==> src/rtl/uart_ir_loader.sv <==
// ---------------------------------------------------------------------------
// uart_ir_loader
//
// Loads a program image received over a UART RX pin into the instruction
// RAM. It writes through the same data/address/wren interface that the
// processor uses. While a frame is in progress, busy is high so that the top
// level can hold the processor in reset.
//
// Frame (all bytes): 0xA5, N_hi, N_lo, N words (hi byte then lo byte), CSUM
//   CSUM = XOR of every byte between the 0xA5 header and the CSUM byte.
//
// Ports:
//   clock        in   system clock, all logic on posedge
//   reset        in   synchronous, active-high
//   rx           in   UART receive line (asynchronous, idle high)
//   ir_m_data    out  16-bit write data to ir RAM
//   ir_m_addr    out  ADDR_W-bit write address to ir RAM
//   ir_m_wren    out  one-cycle write strobe
//   busy         out  frame in progress
//   done         out  one-cycle pulse when a frame is accepted
//   err          out  sticky error flag, cleared by the next 0xA5 header
//   words_loaded out  word count of the last accepted frame
//   tx           out  UART transmit line (echo of received bytes, or idle)
//
// Optional feature macro: UART_IR_LOADER_ECHO_EN
//   When this macro is defined, an 8N1 transmitter runs at the same bit
//   rate and echoes every received byte on tx. It uses a one-byte holding
//   register. When the macro is undefined, tx is tied high.
// ---------------------------------------------------------------------------
module uart_ir_loader #(
    parameter int CLK_HZ  = 60000000,
    parameter int BAUD    = 115200,
    parameter int ADDR_W  = 12,
    parameter int TIMEOUT = 6000000
) (
    input  logic              clock,
    input  logic              reset,
    input  logic              rx,
    output logic [15:0]       ir_m_data,
    output logic [ADDR_W-1:0] ir_m_addr,
    output logic              ir_m_wren,
    output logic              busy,
    output logic              done,
    output logic              err,
    output logic [ADDR_W:0]   words_loaded,
    output logic              tx
);

    localparam int DIV   = (CLK_HZ + BAUD / 2) / BAUD;
    localparam int HALF  = DIV / 2;
    localparam int CNT_W = $clog2(DIV + 1);
    localparam int TO_W  = $clog2(TIMEOUT + 1);

    localparam logic [CNT_W-1:0] DIV_LAST  = CNT_W'(DIV - 1);
    localparam logic [CNT_W-1:0] HALF_LAST = CNT_W'(HALF - 1);
    localparam logic [CNT_W-1:0] CNT_ONE   = CNT_W'(1);
    localparam logic [TO_W-1:0]  TO_LAST   = TO_W'(TIMEOUT - 1);
    localparam logic [TO_W-1:0]  TO_ONE    = TO_W'(1);
    localparam logic [16:0]      MAX_WORDS = 17'(1) << ADDR_W;
    localparam logic [ADDR_W:0]  WCNT_ONE  = (ADDR_W + 1)'(1);
    localparam logic [7:0]       SYNC_BYTE = 8'hA5;

    // -----------------------------------------------------------------------
    // RX synchronizer and sampler
    // -----------------------------------------------------------------------
    typedef enum logic [2:0] {
        RX_IDLE,
        RX_START,
        RX_DATA,
        RX_STOP,
        RX_WAIT
    } rxState_t;

    rxState_t         r_rxState, w_rxStateNext;
    logic             r_rxMeta, r_rxSync, r_rxPrev;
    logic [CNT_W-1:0] r_rxCnt, w_rxCntNext;
    logic [7:0]       r_rxShift, w_rxShiftNext;
    logic [2:0]       r_rxBit, w_rxBitNext;
    logic             r_byteValid, w_byteValidNext;
    logic             r_frameErr, w_frameErrNext;
    logic [7:0]       w_rxByte;

    // The shift register holds the completed byte from the last data bit
    // until the next start bit. It is therefore stable while byte_valid is high.
    assign w_rxByte = r_rxShift;

    // The synchronizer flops reset to the idle-high level. This stops a
    // reset release from looking like a falling edge.
    always_ff @(posedge clock) begin
        if (reset) begin
            r_rxMeta    <= 1'b1;
            r_rxSync    <= 1'b1;
            r_rxPrev    <= 1'b1;
            r_rxState   <= RX_IDLE;
            r_rxCnt     <= '0;
            r_rxShift   <= '0;
            r_rxBit     <= '0;
            r_byteValid <= 1'b0;
            r_frameErr  <= 1'b0;
        end else begin
            r_rxMeta    <= rx;
            r_rxSync    <= r_rxMeta;
            r_rxPrev    <= r_rxSync;
            r_rxState   <= w_rxStateNext;
            r_rxCnt     <= w_rxCntNext;
            r_rxShift   <= w_rxShiftNext;
            r_rxBit     <= w_rxBitNext;
            r_byteValid <= w_byteValidNext;
            r_frameErr  <= w_frameErrNext;
        end
    end

    // The sampler checks the start bit half a bit after the falling edge.
    // It then samples each later bit one full bit period apart, so every
    // sample lands near the middle of its bit.
    always_comb begin
        w_rxStateNext   = r_rxState;
        w_rxCntNext     = r_rxCnt + CNT_ONE;
        w_rxShiftNext   = r_rxShift;
        w_rxBitNext     = r_rxBit;
        w_byteValidNext = 1'b0;
        w_frameErrNext  = 1'b0;
        case (r_rxState)
            RX_IDLE: begin
                w_rxCntNext = '0;
                if (r_rxPrev && !r_rxSync) begin
                    w_rxStateNext = RX_START;
                end
            end
            RX_START: begin
                if (r_rxCnt == HALF_LAST) begin
                    w_rxCntNext = '0;
                    w_rxBitNext = '0;
                    if (r_rxSync) begin
                        w_rxStateNext = RX_IDLE;
                    end else begin
                        w_rxStateNext = RX_DATA;
                    end
                end
            end
            RX_DATA: begin
                if (r_rxCnt == DIV_LAST) begin
                    w_rxCntNext   = '0;
                    w_rxShiftNext = {r_rxSync, r_rxShift[7:1]};
                    w_rxBitNext   = r_rxBit + 3'd1;
                    if (r_rxBit == 3'd7) begin
                        w_rxStateNext = RX_STOP;
                    end
                end
            end
            RX_STOP: begin
                if (r_rxCnt == DIV_LAST) begin
                    w_rxCntNext     = '0;
                    w_byteValidNext = r_rxSync;
                    w_frameErrNext  = !r_rxSync;
                    w_rxStateNext   = RX_WAIT;
                end
            end
            RX_WAIT: begin
                // After a framing error the line may stay low for a long
                // time. Wait for it to go high before arming again.
                w_rxCntNext = '0;
                if (r_rxSync) begin
                    w_rxStateNext = RX_IDLE;
                end
            end
            default: begin
                w_rxStateNext = RX_IDLE;
                w_rxCntNext   = '0;
            end
        endcase
    end

    // -----------------------------------------------------------------------
    // Frame FSM
    // -----------------------------------------------------------------------
    typedef enum logic [2:0] {
        ST_IDLE,
        ST_LEN_H,
        ST_LEN_L,
        ST_DATA_H,
        ST_DATA_L,
        ST_CSUM,
        ST_ERR
    } state_t;

    state_t            r_state, w_stateNext;
    logic [7:0]        r_nHi;
    logic [ADDR_W:0]   r_nWords;
    logic [ADDR_W:0]   r_wordCnt;
    logic [7:0]        r_hiByte;
    logic [7:0]        r_xor;
    logic [TO_W-1:0]   r_toCnt;
    logic [15:0]       r_irData;
    logic [ADDR_W-1:0] r_irAddr;
    logic              r_irWren;
    logic              r_busy;
    logic              r_done;
    logic              r_err;
    logic [ADDR_W:0]   r_wordsLoaded;

    logic              w_timeout;
    logic [16:0]       w_nFull;
    logic [ADDR_W:0]   w_cntInc;
    logic              w_startFrame;
    logic              w_xorUpdate;
    logic              w_latchNHi;
    logic              w_latchN;
    logic              w_latchHi;
    logic              w_wrStrobe;
    logic              w_doneStrobe;

    assign w_timeout = (r_toCnt == TO_LAST);
    assign w_nFull   = {1'b0, r_nHi, w_rxByte};
    assign w_cntInc  = r_wordCnt + WCNT_ONE;

    always_ff @(posedge clock) begin
        if (reset) begin
            r_state <= ST_IDLE;
        end else begin
            r_state <= w_stateNext;
        end
    end

    // A framing error or a timeout in any active state ends the frame.
    // A framing error and a valid byte never occur in the same cycle, so
    // the framing error can safely be checked first.
    always_comb begin
        w_stateNext  = r_state;
        w_startFrame = 1'b0;
        w_xorUpdate  = 1'b0;
        w_latchNHi   = 1'b0;
        w_latchN     = 1'b0;
        w_latchHi    = 1'b0;
        w_wrStrobe   = 1'b0;
        w_doneStrobe = 1'b0;
        case (r_state)
            ST_IDLE: begin
                if (r_byteValid && (w_rxByte == SYNC_BYTE)) begin
                    w_startFrame = 1'b1;
                    w_stateNext  = ST_LEN_H;
                end
            end
            ST_ERR: begin
                w_stateNext = ST_IDLE;
            end
            default: begin
                if (r_frameErr) begin
                    w_stateNext = ST_ERR;
                end else if (r_byteValid) begin
                    case (r_state)
                        ST_LEN_H: begin
                            w_xorUpdate = 1'b1;
                            w_latchNHi  = 1'b1;
                            w_stateNext = ST_LEN_L;
                        end
                        ST_LEN_L: begin
                            w_xorUpdate = 1'b1;
                            w_latchN    = 1'b1;
                            if ((w_nFull == 17'd0) || (w_nFull > MAX_WORDS)) begin
                                w_stateNext = ST_ERR;
                            end else begin
                                w_stateNext = ST_DATA_H;
                            end
                        end
                        ST_DATA_H: begin
                            w_xorUpdate = 1'b1;
                            w_latchHi   = 1'b1;
                            w_stateNext = ST_DATA_L;
                        end
                        ST_DATA_L: begin
                            w_xorUpdate = 1'b1;
                            w_wrStrobe  = 1'b1;
                            if (w_cntInc == r_nWords) begin
                                w_stateNext = ST_CSUM;
                            end else begin
                                w_stateNext = ST_DATA_H;
                            end
                        end
                        ST_CSUM: begin
                            if (w_rxByte == r_xor) begin
                                w_doneStrobe = 1'b1;
                                w_stateNext  = ST_IDLE;
                            end else begin
                                w_stateNext = ST_ERR;
                            end
                        end
                        default: begin
                            w_stateNext = ST_IDLE;
                        end
                    endcase
                end else if (w_timeout) begin
                    w_stateNext = ST_ERR;
                end
            end
        endcase
    end

    // Datapath registers. Data and address are registered together with the
    // write strobe and keep their values between writes. The RAM is clocked
    // on the inverted clock, so it sees stable values at its write edge.
    always_ff @(posedge clock) begin
        if (reset) begin
            r_nHi         <= '0;
            r_nWords      <= '0;
            r_wordCnt     <= '0;
            r_hiByte      <= '0;
            r_xor         <= '0;
            r_toCnt       <= '0;
            r_irData      <= '0;
            r_irAddr      <= '0;
            r_irWren      <= 1'b0;
            r_busy        <= 1'b0;
            r_done        <= 1'b0;
            r_err         <= 1'b0;
            r_wordsLoaded <= '0;
        end else begin
            r_irWren <= w_wrStrobe;
            r_done   <= w_doneStrobe;

            if ((r_state == ST_IDLE) || r_byteValid) begin
                r_toCnt <= '0;
            end else if (!w_timeout) begin
                r_toCnt <= r_toCnt + TO_ONE;
            end

            if (w_startFrame) begin
                r_busy    <= 1'b1;
                r_err     <= 1'b0;
                r_xor     <= '0;
                r_wordCnt <= '0;
            end
            if (w_xorUpdate) begin
                r_xor <= r_xor ^ w_rxByte;
            end
            if (w_latchNHi) begin
                r_nHi <= w_rxByte;
            end
            if (w_latchN) begin
                r_nWords <= w_nFull[ADDR_W:0];
            end
            if (w_latchHi) begin
                r_hiByte <= w_rxByte;
            end
            if (w_wrStrobe) begin
                r_irData  <= {r_hiByte, w_rxByte};
                r_irAddr  <= r_wordCnt[ADDR_W-1:0];
                r_wordCnt <= w_cntInc;
            end
            if (w_doneStrobe) begin
                r_wordsLoaded <= r_nWords;
                r_busy        <= 1'b0;
            end
            if (r_state == ST_ERR) begin
                r_err  <= 1'b1;
                r_busy <= 1'b0;
            end
        end
    end

    assign ir_m_data    = r_irData;
    assign ir_m_addr    = r_irAddr;
    assign ir_m_wren    = r_irWren;
    assign busy         = r_busy;
    assign done         = r_done;
    assign err          = r_err;
    assign words_loaded = r_wordsLoaded;

`ifdef UART_IR_LOADER_ECHO_EN
    // -----------------------------------------------------------------------
    // Echo transmitter
    // -----------------------------------------------------------------------
    typedef enum logic {
        TX_IDLE,
        TX_SEND
    } txState_t;

    txState_t         r_txState, w_txStateNext;
    logic [7:0]       r_txHold, w_txHoldNext;
    logic             r_txHoldValid, w_txHoldValidNext;
    logic [9:0]       r_txShift, w_txShiftNext;
    logic [3:0]       r_txBitsLeft, w_txBitsLeftNext;
    logic [CNT_W-1:0] r_txCnt, w_txCntNext;

    always_ff @(posedge clock) begin
        if (reset) begin
            r_txState     <= TX_IDLE;
            r_txHold      <= '0;
            r_txHoldValid <= 1'b0;
            r_txShift     <= '1;
            r_txBitsLeft  <= '0;
            r_txCnt       <= '0;
        end else begin
            r_txState     <= w_txStateNext;
            r_txHold      <= w_txHoldNext;
            r_txHoldValid <= w_txHoldValidNext;
            r_txShift     <= w_txShiftNext;
            r_txBitsLeft  <= w_txBitsLeftNext;
            r_txCnt       <= w_txCntNext;
        end
    end

    // The shifter holds {stop, data, start} and is sent LSB first. A byte
    // that arrives while the line is busy waits in the holding register.
    // The capture of a new byte is applied last, so it wins over the
    // clearing of the holding register in the same cycle.
    always_comb begin
        w_txStateNext     = r_txState;
        w_txHoldNext      = r_txHold;
        w_txHoldValidNext = r_txHoldValid;
        w_txShiftNext     = r_txShift;
        w_txBitsLeftNext  = r_txBitsLeft;
        w_txCntNext       = r_txCnt;
        case (r_txState)
            TX_IDLE: begin
                if (r_txHoldValid) begin
                    w_txShiftNext     = {1'b1, r_txHold, 1'b0};
                    w_txBitsLeftNext  = 4'd9;
                    w_txCntNext       = '0;
                    w_txHoldValidNext = 1'b0;
                    w_txStateNext     = TX_SEND;
                end
            end
            TX_SEND: begin
                if (r_txCnt == DIV_LAST) begin
                    w_txCntNext = '0;
                    if (r_txBitsLeft == 4'd0) begin
                        w_txStateNext = TX_IDLE;
                    end else begin
                        w_txShiftNext    = {1'b1, r_txShift[9:1]};
                        w_txBitsLeftNext = r_txBitsLeft - 4'd1;
                    end
                end else begin
                    w_txCntNext = r_txCnt + CNT_ONE;
                end
            end
            default: begin
                w_txStateNext = TX_IDLE;
            end
        endcase
        if (r_byteValid) begin
            w_txHoldNext      = w_rxByte;
            w_txHoldValidNext = 1'b1;
        end
    end

    assign tx = (r_txState == TX_SEND) ? r_txShift[0] : 1'b1;
`else
    assign tx = 1'b1;
`endif

endmodule

==> config.mk <==
export PLATFORM = sky130hd
export DESIGN_NAME = uart_ir_loader
export DESIGN_NICKNAME = d
export VERILOG_FILES = /design/src/rtl/uart_ir_loader.sv
export SDC_FILE = /design/constraint.sdc
export NUM_CORES = 1
export LEC_CHECK = 0
export CAP_MARGIN = 20
export CORE_MARGIN = 5
export CORE_UTILIZATION = 47
export CTS_BUF_LIST = sky130_fd_sc_hd__clkbuf_8
export DETAILED_ROUTE_END_ITERATION = 8
export PLACE_DENSITY_LB_ADDON = 0.15
export SLEW_MARGIN = 0
export SYNTH_ARGS = -nofsm -noshare
export SYNTH_HDL_FRONTEND = slang
export SYNTH_SLANG_ARGS = --single-unit
export TNS_END_PERCENT = 50
==> constraint.sdc <==
create_clock -name clock -period 6.1 [get_ports clock]
set_input_delay 1.22 -clock clock [delete_from_list [all_inputs] [get_ports clock]]
set_output_delay 1.22 -clock clock [all_outputs]
set_load 0.05 [all_outputs]
==> metrics.csv <==
stage;metric;value;unit
logic_synthesis;async set or reset register ratio after synthesis;0;%
critical_path;CP arrival;1.69;ns
logic_synthesis;number of synthesized flops with an enable pin;0;
routing;final WL;15500;µm
clock_network;largest buffer count on any clock path;2;
critical_path;CP startpoint kind;register;
finish;Multi-input gate area;0.00350;mm²
routing;DRT antenna net count;0;
routing;vias per cell;5.57;
logic_synthesis;Post-Syn Area per Cell;8.37;µm²
clock_network;Num CTS Buffers;17;
logic_synthesis;unique cell type count in the Yosys netlist;67;
placed_design;Port Buf Inserts;47;
pwr;worst vdd ir;0.144;mV
placed_design;Placed Cells;995;
critical_path;Critical Path Sink Type;output port;
grt;GR Overflow Total;0;
timing;# setup viols final;0;
finish;register area;0.00300;mm²
placed_design;Area after DPL;0.00728;mm²
clock_network;CTS tree;yes;
routing;post-route DRC violation count;0;
clock_network;cts repair resizes;0;
critical_path;Worst EP required;4.88;ns
die;initial core utilization;47.5;%
timing;Slew @ Worst Pin;0.932;ns
timing;Final Cycle Share;47.8;%
finish;layout cells sized above 1;6.64;%
logic_synthesis;#FFs+latches synth;150;
logic_synthesis;sequential fraction of the synthesis area;44.0;%
critical_path;worst-path fanout max;2;
pwr;Power Total;0.00204;W
finish;antenna cells;0;
finish;nets@finish;840;
clock_network;CTS Sinks;150;
clock_network;Worst-path clk slew;0.09;ns
clock_network;worst skew pair latency;0.46;ns
routing;drt first pass iters;5;
routing;routed vias;5729;
logic_synthesis;Mapped Area;0.00683;mm²
finish;filler instances;1331;
critical_path;worst setup path class;register to output port;
timing;RSZ-0062 raised after global routing;no;
finish;commonest cells after routing, fill and taps aside;dfxtp_1, nor2_1, nand2_1, a21oi_1, clkdlybuf4s50_1;
grt;vias in the first global route;5246;
grt;initial antenna violation count;0;
timing;Max-slew headroom;37.9;%
timing;Hold Violations, Final;0;
finish;Layout Cells excl Fill;1028;
logic_synthesis;YS warnings;0;
finish;commonest non-fill, non-tap cell in the layout;dfxtp_1;
placed_design;GP Congestion;0.971;
die;core footprint;0.0144;mm²
grt;GRT Resource Usage Total;18.4;%
critical_path;max incr delay on CP;0.83;ns
timing;Final Critical Period;2.91;ns
critical_path;CP cell instances;clkdlybuf4s50_1;
pwr;Lkg Pwr;2.66;nW
critical_path;crit-path leading delay family;buffers and inverters;
routing;WL/cell;15.1;µm
job;MaxCap Viol Count;0;
timing;skew final;0.0130;ns
logic_synthesis;syn_nets;825;
finish;area grow syn2layout;12.6;%
finish;design area;0.00769;mm²
grt;first-pass GRT wire length;25400;µm
clock_network;CTS root buf;clkbuf_8;
finish;fin util;53.5;%
routing;starting DRC count in detailed routing;459;
status;status;finished, final reports clean;
timing;Setup TNS;0;ns
die;row cnt;44;
clock_network;Post-CTS Setup Repair Bufs;0;
timing;fin. max-slew vios;0;
critical_path;CP Buf/Inv Count;1;
timing;max frequency;0.343;GHz
logic_synthesis;Mapped Cells;816;
die;io pins;49;
critical_path;Slowest-stage cell, CP;clkdlybuf4s50_1;
die;DIE HEIGHT;131;µm
min_path;Tightest Hold Check Type;register to register;
grt;largest net degree at the start of global routing;93;
clock_network;H-tree depth;4;
logic_synthesis;predominant post-synthesis flop cell;dfxtp_1;
placed_design;HPWL after DPL;10500;µm
die;die area;0.0170;mm²
die;Horiz. Die Dim;131;µm
clock_network;hold-fix buffers at CTS;0;
pwr;pwr/cell area;265;mW/mm²
routing by layer:
layer / share of wire (%) / GRT usage (%)
met1: 48 / 25.0
met2: 47 / 29.0
met3: 4.0 / 4.63
met4: 1.6 / 5.99
met5: 0 / 0
Yosys cell counts (all sizes together), types with 6 or more instances:
cell | instances | area [µm²]
xnor2 | 26 | 228
ha | 6 | 75.1
nor3 | 17 | 85.1
mux2i | 44 | 440
clkbuf | 40 | 191
a21oi | 75 | 375
nor4 | 12 | 96.3
xor2 | 20 | 183
nand3b | 13 | 97.6
nand2 | 100 | 375
o21ai | 34 | 174
dfxtp | 150 | 3000
nor2 | 118 | 443
nand4 | 15 | 93.8
or3 | 14 | 88.8
nand3 | 31 | 165
buf | 16 | 90.1
and3 | 9 | 56.3
inv | 11 | 41.3
layout make-up:
type | count | share of cell area, %
Multi-Input combinational cell | 599 | 45.6
Sequential cell | 150 | 39.1
Timing Repair Buffer | 52 | 6.67
Clock buffer | 19 | 3.40
Tap cell | 184 | 2.99
Clock inverter | 13 | 1.76
Inverter | 11 | 0.537
logic make-up after synthesis:
logic type                 synth area share, %
and+or+nand+nor                           25.9
muxes                                     6.45
AOI/OAI and AO/OA                         11.8
buffers and inverters                     4.73
other                                   0.0549
adders and majority gates                 1.10
xor gates and xnor gates                  6.01
DFF                                       44.0
worst paths after layout:
check / end / slack (ns) / depth (start not counted) / startpoint
min: r_rxSync / 0.42 / 1 / r_rxMeta
min reg2reg: r_rxSync / 0.42 / 1 / r_rxMeta
max reg2reg: r_state[2] / 3.28 / 7 / r_wordCnt[0]
max: words_loaded[0] / 3.19 / 1 / words_loaded[0]
stage by stage:
stage | hold slack, ns | worst slack (ns)
6_report | 0.422 | 3.19
5_1_grt | 0.439 | 3.05
4_1_cts | 0.427 | 3.17
3_5_place_dp | 0.403 | 3.33
3_3_place_gp | 0.406 | 3.36
2_1_floorplan | 0.389 | 3.68
sequential cells by signal, indices dropped and copies added, names as in the netlist, 3 cells and up:
name / cells
r_rxBit: 3
r_rxShift: 8
r_xor: 8
r_toCnt: 23
words_loaded: 13
r_rxCnt: 10
r_hiByte: 8
r_rxState: 3
r_nWords: 13
ir_m_data: 16
r_wordCnt: 13
r_state: 3
ir_m_addr: 12
r_nHi: 8
where the power goes:
part	switching, W	internal, W	leakage, nW
logic	0.000146	0.0000814	1.26
registers	0.0000493	0.00100	1.21
clock network	0.000403	0.000355	0.196
worst register-to-register path: cells and delay by family (launching register included):
family,cells,cell delay [ns]
flip-flops,1,0.51
adder cells (fa/ha/maj),1,0.33
AO/OA/AOI/OAI,2,0.36
XOR/XNOR,1,0.18
AND/OR/NAND/NOR,3,1.34
Power figures use the tool's default switching activity.
